==> config.mk <==
export PLATFORM = sky130hd
export DESIGN_NAME = lc3_mem_arbiter_flat
export DESIGN_NICKNAME = d
export VERILOG_FILES = /design/src/rtl/lc3_mem_arbiter_pkg.sv /design/src/rtl/lc3_mem_arbiter_if.sv /design/src/rtl/lc3_mem_arbiter_rr_arb2.sv /design/src/rtl/lc3_mem_arbiter.sv /design/src/flat_wrapper.sv
export SDC_FILE = /design/constraint.sdc
export NUM_CORES = 1
export LEC_CHECK = 0
export ABC_AREA = 1
export BUFFER_PORTS_ARGS = -buffer_cell sky130_fd_sc_hd__buf_2
export CAP_MARGIN = 20
export CORE_MARGIN = 5
export CORE_UTILIZATION = 44
export CTS_CLUSTER_SIZE = 8
export DETAILED_ROUTE_END_ITERATION = 7
export PLACE_DENSITY_LB_ADDON = 0.25
export SLEW_MARGIN = 5
export SYNTH_ARGS = -nofsm -noshare
export SYNTH_HDL_FRONTEND = slang
export SYNTH_SLANG_ARGS = --single-unit
==> constraint.sdc <==
create_clock -name clk -period 1.24 [get_ports clk]
set_input_delay 0.062 -clock clk [delete_from_list [all_inputs] [get_ports clk]]
set_output_delay 0.062 -clock clk [all_outputs]
set_load 0.1 [all_outputs]
==> src/rtl/lc3_mem_arbiter_pkg.sv <==
// Shared types and limits for the LC-3 main-memory arbiter.
package lc3_mem_pkg;

  localparam int MAX_MEM_LAT = 7;
  localparam int LAT_CNT_W   = $clog2(MAX_MEM_LAT + 1);

  typedef enum logic [1:0] {
    IDLE  = 2'd0,
    ISSUE = 2'd1,
    WAIT  = 2'd2,
    ACK   = 2'd3
  } arb_state_t;

  typedef enum logic {
    CPU = 1'b0,
    DBG = 1'b1
  } req_id_t;

endpackage

==> src/rtl/lc3_mem_arbiter_if.sv <==
// Requester-side handshake port and single-port memory bus used by the LC-3 memory arbiter.
interface lc3_mem_arbiter_if #(
  parameter int ADDR_W = 16,
  parameter int DATA_W = 16
);
  logic              req;
  logic              we;
  logic [ADDR_W-1:0] addr;
  logic [DATA_W-1:0] wdata;
  logic [DATA_W-1:0] rdata;
  logic              ack;

  modport master (output req, we, addr, wdata, input rdata, ack);
  modport slave  (input req, we, addr, wdata, output rdata, ack);
endinterface

interface lc3_mem_bus_if #(
  parameter int ADDR_W = 16,
  parameter int DATA_W = 16
);
  logic              en;
  logic              we;
  logic [ADDR_W-1:0] addr;
  logic [DATA_W-1:0] wdata;
  logic [DATA_W-1:0] rdata;

  modport master (output en, we, addr, wdata, input rdata);
  modport slave  (input en, we, addr, wdata, output rdata);
endinterface

==> src/rtl/lc3_mem_arbiter_rr_arb2.sv <==
// Two-way arbiter: round-robin on a tie, or fixed debug priority; remembers the last winner.
module rr_arb2
  import lc3_mem_pkg::*;
(
  input  logic       clk,
  input  logic       rst_n,
  input  logic [1:0] req_i,        // [0] = CPU, [1] = DBG
  input  logic       grant_en_i,
  input  logic       fixed_prio_i,
  output req_id_t    gnt_id_o,
  output req_id_t    last_grant_o
);

  req_id_t last_grant_q, last_grant_d;

  // NOTE: every combinational output gets a default before the case so no path leaves it unassigned (no latch).
  always_comb begin
    gnt_id_o     = CPU;
    last_grant_d = last_grant_q;
    case (req_i)
      2'b10:   gnt_id_o = DBG;
      2'b11:   gnt_id_o = (fixed_prio_i || (last_grant_q == CPU)) ? DBG : CPU;
      default: gnt_id_o = CPU;
    endcase
    if (grant_en_i) begin
      last_grant_d = gnt_id_o;
    end
  end

  // Reset to DBG so the CPU wins the first tie after reset.
  // NOTE: state registers use non-blocking assignments so all flops update together on the edge.
  always_ff @(posedge clk or negedge rst_n) begin
    if (!rst_n) begin
      last_grant_q <= DBG;
    end else begin
      last_grant_q <= last_grant_d;
    end
  end

  assign last_grant_o = last_grant_q;

endmodule

==> src/rtl/lc3_mem_arbiter.sv <==
// Shares the single-port LC-3 main memory between the CPU load/store path and the debug loader.
module lc3_mem_arbiter
  import lc3_mem_pkg::*;
#(
  parameter int ADDR_W   = 16,
  parameter int DATA_W   = 16,
  parameter int MEM_LAT  = 1,
  parameter int DBG_PRIO = 0
) (
  input  logic              clk,
  input  logic              rst_n,
  lc3_mem_arbiter_if.slave  cpu_if,
  lc3_mem_arbiter_if.slave  dbg_if,
  lc3_mem_bus_if.master     mem_if,
  output logic              busy_o
);

  if ((MEM_LAT < 1) || (MEM_LAT > MAX_MEM_LAT)) begin : g_bad_mem_lat
    $error("lc3_mem_arbiter: MEM_LAT=%0d outside 1..%0d", MEM_LAT, MAX_MEM_LAT);
  end

  localparam logic [LAT_CNT_W-1:0] LAT_LOAD = LAT_CNT_W'(MEM_LAT - 1);

  arb_state_t           state_q, state_d;
  req_id_t              id_q, id_d;
  logic                 we_q, we_d;
  logic [ADDR_W-1:0]    addr_q, addr_d;
  logic [DATA_W-1:0]    wdata_q, wdata_d;
  logic [LAT_CNT_W-1:0] lat_cnt_q, lat_cnt_d;
  logic [DATA_W-1:0]    cpu_rdata_q, cpu_rdata_d;
  logic [DATA_W-1:0]    dbg_rdata_q, dbg_rdata_d;

  req_id_t gnt_id;
  req_id_t unused_last_grant;
  logic    grant_en;

  rr_arb2 u_arb (
    .clk          (clk),
    .rst_n        (rst_n),
    .req_i        ({dbg_if.req, cpu_if.req}),
    .grant_en_i   (grant_en),
    .fixed_prio_i (DBG_PRIO != 0),
    .gnt_id_o     (gnt_id),
    .last_grant_o (unused_last_grant)
  );

  always_comb begin
    state_d     = state_q;
    id_d        = id_q;
    we_d        = we_q;
    addr_d      = addr_q;
    wdata_d     = wdata_q;
    lat_cnt_d   = lat_cnt_q;
    cpu_rdata_d = cpu_rdata_q;
    dbg_rdata_d = dbg_rdata_q;
    grant_en    = 1'b0;

    case (state_q)
      IDLE: begin
        // Requests are only looked at here; the winner's transaction is frozen until ACK.
        if (cpu_if.req || dbg_if.req) begin
          grant_en = 1'b1;
          id_d     = gnt_id;
          if (gnt_id == DBG) begin
            we_d    = dbg_if.we;
            addr_d  = dbg_if.addr;
            wdata_d = dbg_if.wdata;
          end else begin
            we_d    = cpu_if.we;
            addr_d  = cpu_if.addr;
            wdata_d = cpu_if.wdata;
          end
          state_d = ISSUE;
        end
      end

      ISSUE: begin
        lat_cnt_d = LAT_LOAD;
        state_d   = WAIT;
      end

      WAIT: begin
        if (lat_cnt_q != '0) begin
          lat_cnt_d = lat_cnt_q - LAT_CNT_W'(1);
        end else begin
          if (!we_q) begin
            if (id_q == DBG) dbg_rdata_d = mem_if.rdata;
            else             cpu_rdata_d = mem_if.rdata;
          end
          state_d = ACK;
        end
      end

      ACK:     state_d = IDLE;
      default: state_d = IDLE;
    endcase
  end

  always_ff @(posedge clk or negedge rst_n) begin
    if (!rst_n) begin
      state_q     <= IDLE;
      id_q        <= CPU;
      we_q        <= 1'b0;
      addr_q      <= '0;
      wdata_q     <= '0;
      lat_cnt_q   <= '0;
      cpu_rdata_q <= '0;
      dbg_rdata_q <= '0;
    end else begin
      state_q     <= state_d;
      id_q        <= id_d;
      we_q        <= we_d;
      addr_q      <= addr_d;
      wdata_q     <= wdata_d;
      lat_cnt_q   <= lat_cnt_d;
      cpu_rdata_q <= cpu_rdata_d;
      dbg_rdata_q <= dbg_rdata_d;
    end
  end

  // Memory-side outputs are decoded from registered state only, so they are glitch-free at the macro.
  assign mem_if.en    = (state_q == ISSUE);
  assign mem_if.we    = (state_q == ISSUE) && we_q;
  assign mem_if.addr  = (state_q != IDLE) ? addr_q  : '0;
  assign mem_if.wdata = (state_q != IDLE) ? wdata_q : '0;

  assign cpu_if.ack   = (state_q == ACK) && (id_q == CPU);
  assign dbg_if.ack   = (state_q == ACK) && (id_q == DBG);
  assign cpu_if.rdata = cpu_rdata_q;
  assign dbg_if.rdata = dbg_rdata_q;

  assign busy_o = (state_q != IDLE);

endmodule
==> src/flat_wrapper.sv <==
// flat-port wrapper written by rule: the top's interface ports become plain ports
module lc3_mem_arbiter_flat import lc3_mem_pkg::*;
#(
  parameter int ADDR_W   = 16,
  parameter int DATA_W   = 16,
  parameter int MEM_LAT  = 1,
  parameter int DBG_PRIO = 0
)
  (clk, rst_n, busy_o, cpu_if_req, cpu_if_we, cpu_if_addr, cpu_if_wdata, cpu_if_rdata, cpu_if_ack, dbg_if_req, dbg_if_we, dbg_if_addr, dbg_if_wdata, dbg_if_rdata, dbg_if_ack, mem_if_en, mem_if_we, mem_if_addr, mem_if_wdata, mem_if_rdata);
  lc3_mem_arbiter_if #(.ADDR_W(ADDR_W), .DATA_W(DATA_W)) cpu_if_i ();
  lc3_mem_arbiter_if #(.ADDR_W(ADDR_W), .DATA_W(DATA_W)) dbg_if_i ();
  lc3_mem_bus_if #(.ADDR_W(ADDR_W), .DATA_W(DATA_W)) mem_if_i ();
  input  logic clk;
  input  logic rst_n;
  output logic busy_o;
  input wire logic [$bits(cpu_if_i.req)-1:0] cpu_if_req;
  input wire logic [$bits(cpu_if_i.we)-1:0] cpu_if_we;
  input wire logic [$bits(cpu_if_i.addr)-1:0] cpu_if_addr;
  input wire logic [$bits(cpu_if_i.wdata)-1:0] cpu_if_wdata;
  output wire logic [$bits(cpu_if_i.rdata)-1:0] cpu_if_rdata;
  output wire logic [$bits(cpu_if_i.ack)-1:0] cpu_if_ack;
  input wire logic [$bits(dbg_if_i.req)-1:0] dbg_if_req;
  input wire logic [$bits(dbg_if_i.we)-1:0] dbg_if_we;
  input wire logic [$bits(dbg_if_i.addr)-1:0] dbg_if_addr;
  input wire logic [$bits(dbg_if_i.wdata)-1:0] dbg_if_wdata;
  output wire logic [$bits(dbg_if_i.rdata)-1:0] dbg_if_rdata;
  output wire logic [$bits(dbg_if_i.ack)-1:0] dbg_if_ack;
  output wire logic [$bits(mem_if_i.en)-1:0] mem_if_en;
  output wire logic [$bits(mem_if_i.we)-1:0] mem_if_we;
  output wire logic [$bits(mem_if_i.addr)-1:0] mem_if_addr;
  output wire logic [$bits(mem_if_i.wdata)-1:0] mem_if_wdata;
  input wire logic [$bits(mem_if_i.rdata)-1:0] mem_if_rdata;
  assign cpu_if_i.req = cpu_if_req;
  assign cpu_if_i.we = cpu_if_we;
  assign cpu_if_i.addr = cpu_if_addr;
  assign cpu_if_i.wdata = cpu_if_wdata;
  assign cpu_if_rdata = cpu_if_i.rdata;
  assign cpu_if_ack = cpu_if_i.ack;
  assign dbg_if_i.req = dbg_if_req;
  assign dbg_if_i.we = dbg_if_we;
  assign dbg_if_i.addr = dbg_if_addr;
  assign dbg_if_i.wdata = dbg_if_wdata;
  assign dbg_if_rdata = dbg_if_i.rdata;
  assign dbg_if_ack = dbg_if_i.ack;
  assign mem_if_en = mem_if_i.en;
  assign mem_if_we = mem_if_i.we;
  assign mem_if_addr = mem_if_i.addr;
  assign mem_if_wdata = mem_if_i.wdata;
  assign mem_if_i.rdata = mem_if_rdata;
  lc3_mem_arbiter #(.ADDR_W(ADDR_W), .DATA_W(DATA_W), .MEM_LAT(MEM_LAT), .DBG_PRIO(DBG_PRIO)) u_core (.clk(clk), .rst_n(rst_n), .cpu_if(cpu_if_i), .dbg_if(dbg_if_i), .mem_if(mem_if_i), .busy_o(busy_o));
endmodule
==> impl_metrics.py, run 1 <==
metrics = {
    "die": {
        "start_util_pct": 45.7,
        "die_h_um": 103,
        "core-area_sq_um": 8300,
        "num_io_pins": 155,
        "die_w_um": 103,
        "num_rows": 33,
        "die_area_sq_um": 10600,
    },
    "outcome": {
        "violations": "setup timing",
        "outcome": "finished with violations",
    },
    "clocking": {
        "clk_latency_ps": 370,
        "cts-buffers-inserted": 9,
        "cts_tree": "yes",
        "clock_tree.root_cell": "clkbuf_8",
        "cts_buffer_depth": 2,
        "cts.sinks": 72,
        "h-tree-depth": 3,
        "clkSlewWorstSetupHoldPaths_ps": 90,
    },
    "routing": {
        "vias": 4365,
        "drtIter0Drc": 300,
        "via_per_inst": 5.22,
        "ant_nets": 0,
        "routed_wl_um": 15500,
        "drc": 0,
        "drtPass1Iterations": 4,
        "post_drt_wl_per_cell_um": 18.5,
    },
    "logic_synthesis": {
        "synth.top_cell.area_share_pct": 46.8,
        "avgSynthCellArea_sq_um": 7.24,
        "syn_area_sq_um": 3790,
        "synth_top_area_cell": "dfrtp_1",
        "synthTopCellsByArea": "dfrtp_1, nand2_1, inv_1, nand3_1, nor2_1",
        "syn_nets": 616,
        "synth_cell_type_count": 21,
        "synthCells": 524,
        "synth_seq_cells": 72,
        "yosysWarnings": 0,
        "ys_seq_area_share_pct": 47.5,
    },
    "place": {
        "hpwlAfterDp_um": 7810,
        "place_area_sq_um": 5630,
        "portBuffers": 154,
        "place_ws_ps": -205,
        "gp_congestion": 0.804,
    },
    "sta": {
        "fin_tns_setup_ps": -33140,
        "slew_violations": 0,
        "worst_pin_slew_ps": 387,
        "fin_skew_ps": 23.2,
        "grt_setup_unrepaired": "true",
        "finalHoldViolations": 0,
        "setup_viol": 111,
        "min_period_ps": 1630,
        "fin_ws_ps": -385,
        "relSlewSlack_pct": 74.2,
        "fmaxAchievable_mhz": 615,
        "period_share_pct": 131,
    },
    "grt": {
        "grt_max_degree": 73,
        "overflow": 0,
        "grt_antenna_before_repair": 0,
        "grt_pass1_wl_um": 21700,
        "track_usage_pct": 26.7,
        "first_global_vias": 4436,
    },
    "layout": {
        "syn_to_final_growth_pct": 80.9,
        "stdcell_area_sq_um": 6860,
        "final_common_cell": "inv_1",
        "antennaDiodeCount": 0,
        "drive_gt1_share_pct": 45.8,
        "nets": 819,
        "layout_common_cells": "inv_1, nand2_1, buf_2",
    },
    "setup_path": {
        "crit_top_cell": "buf_12",
        "critPathMaxStageDelay_ps": 380,
        "start_kind": "flip-flop",
        "cp-end-kind": "output port",
        "path_cells": "inv_2 -> ha_4 -> buf_12 -> buf_16 -> nor2_4 -> buf_12",
        "critPathBufInv": 4,
        "critPathTopFamily": "buffers and inverters",
        "crit_type": "reg2out",
        "cp_max_fo": 5,
        "cp_data_required_time_ps": 1180,
        "crit_arrival_ps": 1560,
        "slowest_stage": "dfrtp_1",
    },
    "min_path": {
        "hold_class": "in2reg",
    },
    "job": {
        "drv_cap": 0,
    },
}
worst paths after layout:
check	to	start	slack, ps	depth (start not counted)
max reg2reg	u_core.dbg_if.rdata[13]	u_core.state_q[0]	-350	8
max in group asynchronous	u_core.u_arb.last_grant_o	rst_n	660	3
min in group asynchronous	u_core.dbg_if.rdata[9]	rst_n	250	3
min reg2reg	u_core.addr_q[7]	u_core.addr_q[7]	490	2
min	u_core.addr_q[11]	cpu_if_addr[11]	10	5
max	mem_if_addr[5]	u_core.state_q[1]	-390	6
what timing repair did:
item                                    in CTS  in global routing
endpoints found under the hold margin      104                  0
hold buffers                                19                  0
pin swaps                                    9                 11
cloned                                       9                  0
endpoints found under the setup margin     109                131
buffers inserted                            12                  6
resized for setup                          104                 71
synth_stat cells:
| master | instances |
|---|---|
| nor2_1 | 34 |
| nor2_8 | 1 |
| nor2_4 | 1 |
| or2_2 | 1 |
| nand4_1 | 1 |
| buf_6 | 4 |
| nand2_1 | 148 |
| buf_2 | 11 |
| clkbuf_2 | 1 |
| dfrtp_1 | 71 |
| nand2_2 | 2 |
| nand3_1 | 70 |
| dfstp_2 | 1 |
| buf_4 | 7 |
| inv_2 | 1 |
| o21ai_1 | 14 |
| inv_4 | 1 |
| inv_1 | 124 |
| clkbuf_1 | 3 |
| ha_1 | 6 |
| o21ai_0 | 22 |
final cells by class:
| type | count | area (sq um) |
|---|---|---|
| clock buffers | 9 | 124 |
| clock inverters | 7 | 60.1 |
| fillers | 476 | 1440 |
| inverters | 126 | 499 |
| multi-input cells | 300 | 2000 |
| flip-flops and latches | 72 | 1800 |
| well taps | 105 | 131 |
| repair buffers | 218 | 2250 |
layer usage:
metal	track usage [%]	vias up	share of wire (%)
met5	0	-	0
met4	12.9	0	3.9
met3	5.95	52	8.0
met2	47.2	268	53
met1	30.5	2087	35
li1	-	1958	-
cell families after synthesis:
group	after synthesis	synth area share (%)
buffers and inverters	152	17.0
flip-flops	72	47.5
adder cells (fa/ha/maj)	6	1.98
AO/OA/AOI/OAI	36	4.75
AND/OR/NAND/NOR	258	28.7
registers in the layout, summed over array words and instances (netlist names):
name	flops
u_core.state_q	2
u_core.dbg_if.rdata	16
u_core.lat_cnt_q	3
u_core.addr_q	16
u_core.wdata_q	16
u_core.cpu_if.rdata	16
u_core.u_arb.last_grant_o	1
u_core.id_q	1
u_core.we_q	1
worst min-delay path: stages:
cell and delay [ps]:
buf_2 70, inv_1 30, nand2_1 50, nand3_1 50
nand2_1 50
per-stage QoR:
stage                     hold slack, ps  utilization [%]  cells
after floorplan                     -234                -    524
after global placement              99.9             67.8    777
after detailed placement             104             67.8    777
after CTS                           2.32             79.6    833
after global routing                33.0             82.7    837
final                               11.0             82.7    837
Power of run 1 is not shown: default switching activity piles up to over one toggle a cycle in this logic, so the estimate is an artifact.
==> run 2: changes to the inputs <==
- CORE_UTILIZATION: 44 -> 52
- clock period: 1.24 -> 2.05 ns (I/O delays scaled with it)
==> run 2 against run 1 <==
Against the previous run: the run now ends clean; critical path type unchanged; clock skew decreased by 13 ps; global-route usage decreased by 6.4 points; highest routed layer unchanged; sequential cell count unchanged; critical endpoint is now mem_if_wdata[0]; wire length decreased by 41%; register-to-register slack improved by 750 ps; hold slack improved by 7.6 ps; count of clock-buffer cells in the layout increased by 1.
==> impl_metrics.py, run 2 (synthesis results as in run 1) <==
metrics = {
    "setup_path": {
        "cp_data_required_time_ps": 1950,
        "cp-end-kind": "output port",
        "r2r_start": "u_core.state_q[0]",
        "reg2regPathDepth": 7,
        "r2r_slack_ps": 400,
        "r2r-end": "u_core.addr_q[8]",
        "crit_arrival_ps": 1830,
        "start_kind": "flip-flop",
        "crit_type": "reg2out",
        "cp_max_fo": 11,
    },
    "min_path": {
        "hp-start": "mem_if_rdata[5]",
        "hold_end": "u_core.cpu_if.rdata[5]",
        "hold_depth": 3,
        "hold_class": "in2reg",
    },
    "grt": {
        "overflow": 0,
        "first_global_vias": 3370,
        "track_usage_pct": 20.3,
        "grt_pass1_wl_um": 14700,
        "grt_max_degree": 73,
        "grt_antenna_before_repair": 0,
    },
    "clocking": {
        "cts.sinks": 72,
        "clkSlewWorstSetupHoldPaths_ps": 80,
        "clk_latency_ps": 330,
        "cts-buffers-inserted": 9,
        "cts_tree": "yes",
        "h-tree-depth": 3,
        "clock_tree.root_cell": "clkbuf_8",
        "cts_buffer_depth": 2,
    },
    "job": {
        "drv_cap": 0,
    },
    "routing": {
        "post_drt_wl_per_cell_um": 11.8,
        "met3WireLength_um": 573,
        "vias": 3567,
        "drt-met1-wl_um": 4080,
        "routed_wl_um": 9170,
        "drtPass1Iterations": 4,
        "drtIter0Drc": 155,
        "via_per_inst": 4.60,
        "routed.top_layer": "met4",
        "wl_met2_um": 4440,
        "drc": 0,
        "ant_nets": 0,
    },
    "die": {
        "core-area_sq_um": 7180,
        "die_w_um": 95.4,
        "num_io_pins": 155,
        "num_rows": 31,
        "die_area_sq_um": 9100,
        "die_h_um": 95.4,
        "start_util_pct": 52.9,
    },
    "sta": {
        "fmaxAchievable_mhz": 518,
        "relSlewSlack_pct": 41.6,
        "slew_violations": 0,
        "setup_viol": 0,
        "fin_skew_ps": 10.4,
        "finalHoldViolations": 0,
        "period_share_pct": 94.2,
        "min_period_ps": 1930,
        "fin_ws_ps": 119,
        "worst_pin_slew_ps": 876,
    },
    "layout": {
        "final_common_cell": "nand2_1",
        "nets": 763,
        "multi_input_area_sq_um": 1350,
        "register_area_sq_um": 1800,
        "antennaDiodeCount": 0,
        "num-fill-cells": 622,
        "syn_to_final_growth_pct": 28.8,
        "layout_common_cells": "nand2_1, buf_2, inv_1",
        "drive_gt1_share_pct": 27.2,
    },
    "place": {
        "place_ws_ps": 426,
        "portBuffers": 154,
        "gp_congestion": 0.821,
        "hpwlAfterDp_um": 6560,
    },
    "outcome": {
        "outcome": "finished clean",
    },
}
==> run 2: changes by cell type in the layout (fill, tap and decap cells not counted), sizes merged <==
| cell | before | now |
|---|---|---|
| bufbuf | 1 | 0 |
| bufinv | 0 | 3 |
| buf | 178 | 138 |
| clkbuf | 29 | 33 |
| clkinvlp | 2 | 0 |
| dlygate4sd3 | 19 | 1 |
| inv | 129 | 127 |
==> run 2: how the worst max path moves through the flow <==
stage | startpoint | slack (ps) | to | depth (start not counted)
final | u_core.state_q[0] | 120 | mem_if_wdata[0] | 5
after global routing | u_core.state_q[0] | -9 | mem_if_wdata[12] | 5
after CTS | u_core.state_q[0] | 60 | mem_if_wdata[11] | 5
after detailed placement | u_core.state_q[0] | 430 | u_core.wdata_q[7] | 7
after global placement | u_core.state_q[0] | 500 | mem_if_addr[7] | 5
after floorplan | u_core.state_q[0] | -290 | mem_if_addr[10] | 5
==> run 2: metal layers <==
metal / up-vias / global-route usage [%]
met3: 6 / 3.55
li1: 1839 / -
met5: - / 0
met2: 107 / 34.2
met1: 1615 / 26.9
met4: 0 / 5.69
==> run 2: area by class of cell <==
class                      count  share of cell area, %
clock buffer                  10                   2.61
sequential                    72                   36.9
timing repair buffer         162                   18.3
clock inverter                 6                   2.38
tap                           99                   2.54
multi-input combinational    300                   27.5
inverter                     126                   9.73
==> run 2: critical path: stages (launching register included) <==
cell and delay [ps]:
dfrtp_1 400, inv_1 80, ha_1 270, buf_4 200, nor2_1 110, buf_2 430
==> run 2: per-stage QoR <==
stage,cell area [sq um],util (%),hold slack (ps),TNS [ps],std cells
6_report,4880,68.1,18.5,0,775
3_3_place_gp,4570,63.7,273,0,758
3_5_place_dp,4570,63.7,273,0,758
2_1_floorplan,3790,-,-193,-9020,524
5_1_grt,4880,68.1,20.3,-9.34,775
4_1_cts,4830,67.3,2.88,0,775
==> run 2: timing repair <==
item | CTS | global route
gates resized for setup | 0 | 23
endpoints found under the setup margin | 0 | 23
setup buffers | 0 | 0
hold endpoints to repair | 71 | 0
hold buffers | 1 | 0
Power of run 2 is left out for the same reason.
==> run 3: changes to the inputs <==
- CORE_UTILIZATION: 52 -> 49
- clock period: 2.05 -> 2.2 ns (I/O delays scaled with it)
==> run 3 against run 2 <==
Against the previous run: design area fell by 0.72%; clock skew fell by 3.3 ps; non-clock buffer count did not move.
==> impl_metrics.py, run 3 (synthesis results as in run 1) <==
metrics = {
    "outcome": {
        "outcome": "finished clean",
    },
    "layout": {
        "num-fill-cells": 708,
        "final_cells": 778,
        "final_core_util_pct": 63.4,
        "nets": 763,
        "stdcell_area_sq_um": 4850,
        "final_common_cell": "nand2_1",
        "drive_gt1_share_pct": 27.4,
        "multi_input_area_sq_um": 1350,
        "syn_to_final_growth_pct": 27.9,
        "antennaDiodeCount": 0,
        "layout_common_cells": "nand2_1, buf_2, inv_1",
        "register_area_sq_um": 1800,
    },
    "grt": {
        "overflow": 0,
        "track_usage_pct": 19.7,
        "grt_max_degree": 73,
        "grt_pass1_wl_um": 15900,
        "grt_antenna_before_repair": 0,
        "first_global_vias": 3558,
    },
    "routing": {
        "drtPass1Iterations": 4,
        "routed_wl_um": 9130,
        "post_drt_wl_per_cell_um": 11.7,
        "drc": 0,
        "drtIter0Drc": 133,
        "vias": 3568,
        "via_per_inst": 4.59,
        "ant_nets": 0,
    },
    "setup_path": {
        "crit_type": "reg2out",
        "cp_data_required_time_ps": 2090,
        "reg2regPathDepth": 7,
        "cp-end-kind": "output port",
        "path_cells": "inv_1 -> ha_1 -> buf_4 -> nor2_1 -> buf_2",
        "cp-startpoint": "u_core.state_q[0]",
        "crit_arrival_ps": 1940,
        "start_kind": "flip-flop",
        "slowest_stage": "buf_2",
        "critPathMaxStageDelay_ps": 430,
        "r2r_start": "u_core.state_q[0]",
        "cp_max_fo": 14,
    },
    "min_path": {
        "hp-start": "mem_if_rdata[14]",
        "hold_class": "in2reg",
        "hold_depth": 3,
    },
    "clocking": {
        "cts_buffer_depth": 2,
        "clk_latency_ps": 330,
        "clkSlewWorstSetupHoldPaths_ps": 80,
        "clock_tree.root_cell": "clkbuf_8",
        "cts.sinks": 72,
        "cts-buffers-inserted": 9,
        "h-tree-depth": 3,
        "cts_tree": "yes",
    },
    "job": {
        "drv_cap": 0,
    },
    "sta": {
        "min_period_ps": 2050,
        "fin_skew_ps": 7.08,
        "slew_violations": 0,
        "fmaxAchievable_mhz": 489,
        "worst_pin_slew_ps": 886,
        "setup_viol": 0,
        "period_share_pct": 93.0,
        "relSlewSlack_pct": 40.9,
        "finalHoldViolations": 0,
    },
    "die": {
        "num_rows": 32,
        "num_io_pins": 155,
        "die_w_um": 98.0,
        "start_util_pct": 49.6,
        "core-area_sq_um": 7650,
        "die_h_um": 98.0,
        "die_area_sq_um": 9600,
    },
    "place": {
        "gp_congestion": 0.801,
        "dp_cells": 761,
        "portBuffers": 154,
        "place_area_sq_um": 4580,
        "hpwlAfterDp_um": 6720,
    },
}
## run 3: cell count changes in the layout (fill, tap and decap cells not counted), sizes merged
cell	delta
inv	-1
clkbuf	-7
buf	+6
clkinvlp	+3
bufinv	-1
## run 3: layout make-up
class | count | share of cell area [%]
multi-input combinational | 300 | 27.7
clock inverter | 7 | 1.99
sequential | 72 | 37.2
tap | 102 | 2.63
clock buffer | 9 | 2.55
inverter | 126 | 9.80
timing repair buffer | 162 | 18.1
## run 3: path summary, 6_finish.rpt
kind	endpoint	slack [ps]
max in group asynchronous	u_core.wdata_q[14]	1190
min	u_core.dbg_if.rdata[14]	30
max reg2reg	u_core.wdata_q[2]	360
min in group asynchronous	u_core.dbg_if.rdata[4]	420
min reg2reg	u_core.u_arb.last_grant_o	480
max	mem_if_addr[1]	150
## run 3: per-stage QoR
stage                     setup slack [ps]  hold WS (ps)  setup TNS, ps
final                                  154          26.3              0
after floorplan                       -151          -186          -4520
after CTS                             84.2          11.4              0
after detailed placement               342           299              0
after global placement                 417           288              0
after global routing                 -15.6          31.0          -15.6
## run 3: timing repair
| action | in CTS | in global routing |
|---|---|---|
| endpoints found under the hold margin | 71 | 0 |
| endpoints found under the setup margin | 0 | 17 |
| gates resized for setup | 0 | 17 |
| buffers inserted | 0 | 0 |
| hold buffers | 1 | 0 |
## run 3: critical path, delay by kind of cell, from the launching register on
family                   cells  cell delay [ps]
AND/OR/NAND/NOR              1              110
adder cells (fa/ha/maj)      1              330
buffers and inverters        3              750
flip-flops                   1              400
## run 3: layer usage
metal | GRT usage (%) | part of all wire, % | vias up
met2 | 32.9 | 47 | 132
met4 | 6.18 | 1.3 | 0
met1 | 25.3 | 44 | 1584
met3 | 5.07 | 7.5 | 10
li1 | - | - | 1842
met5 | 0 | 0 | -
Power of run 3 is left out for the same reason.
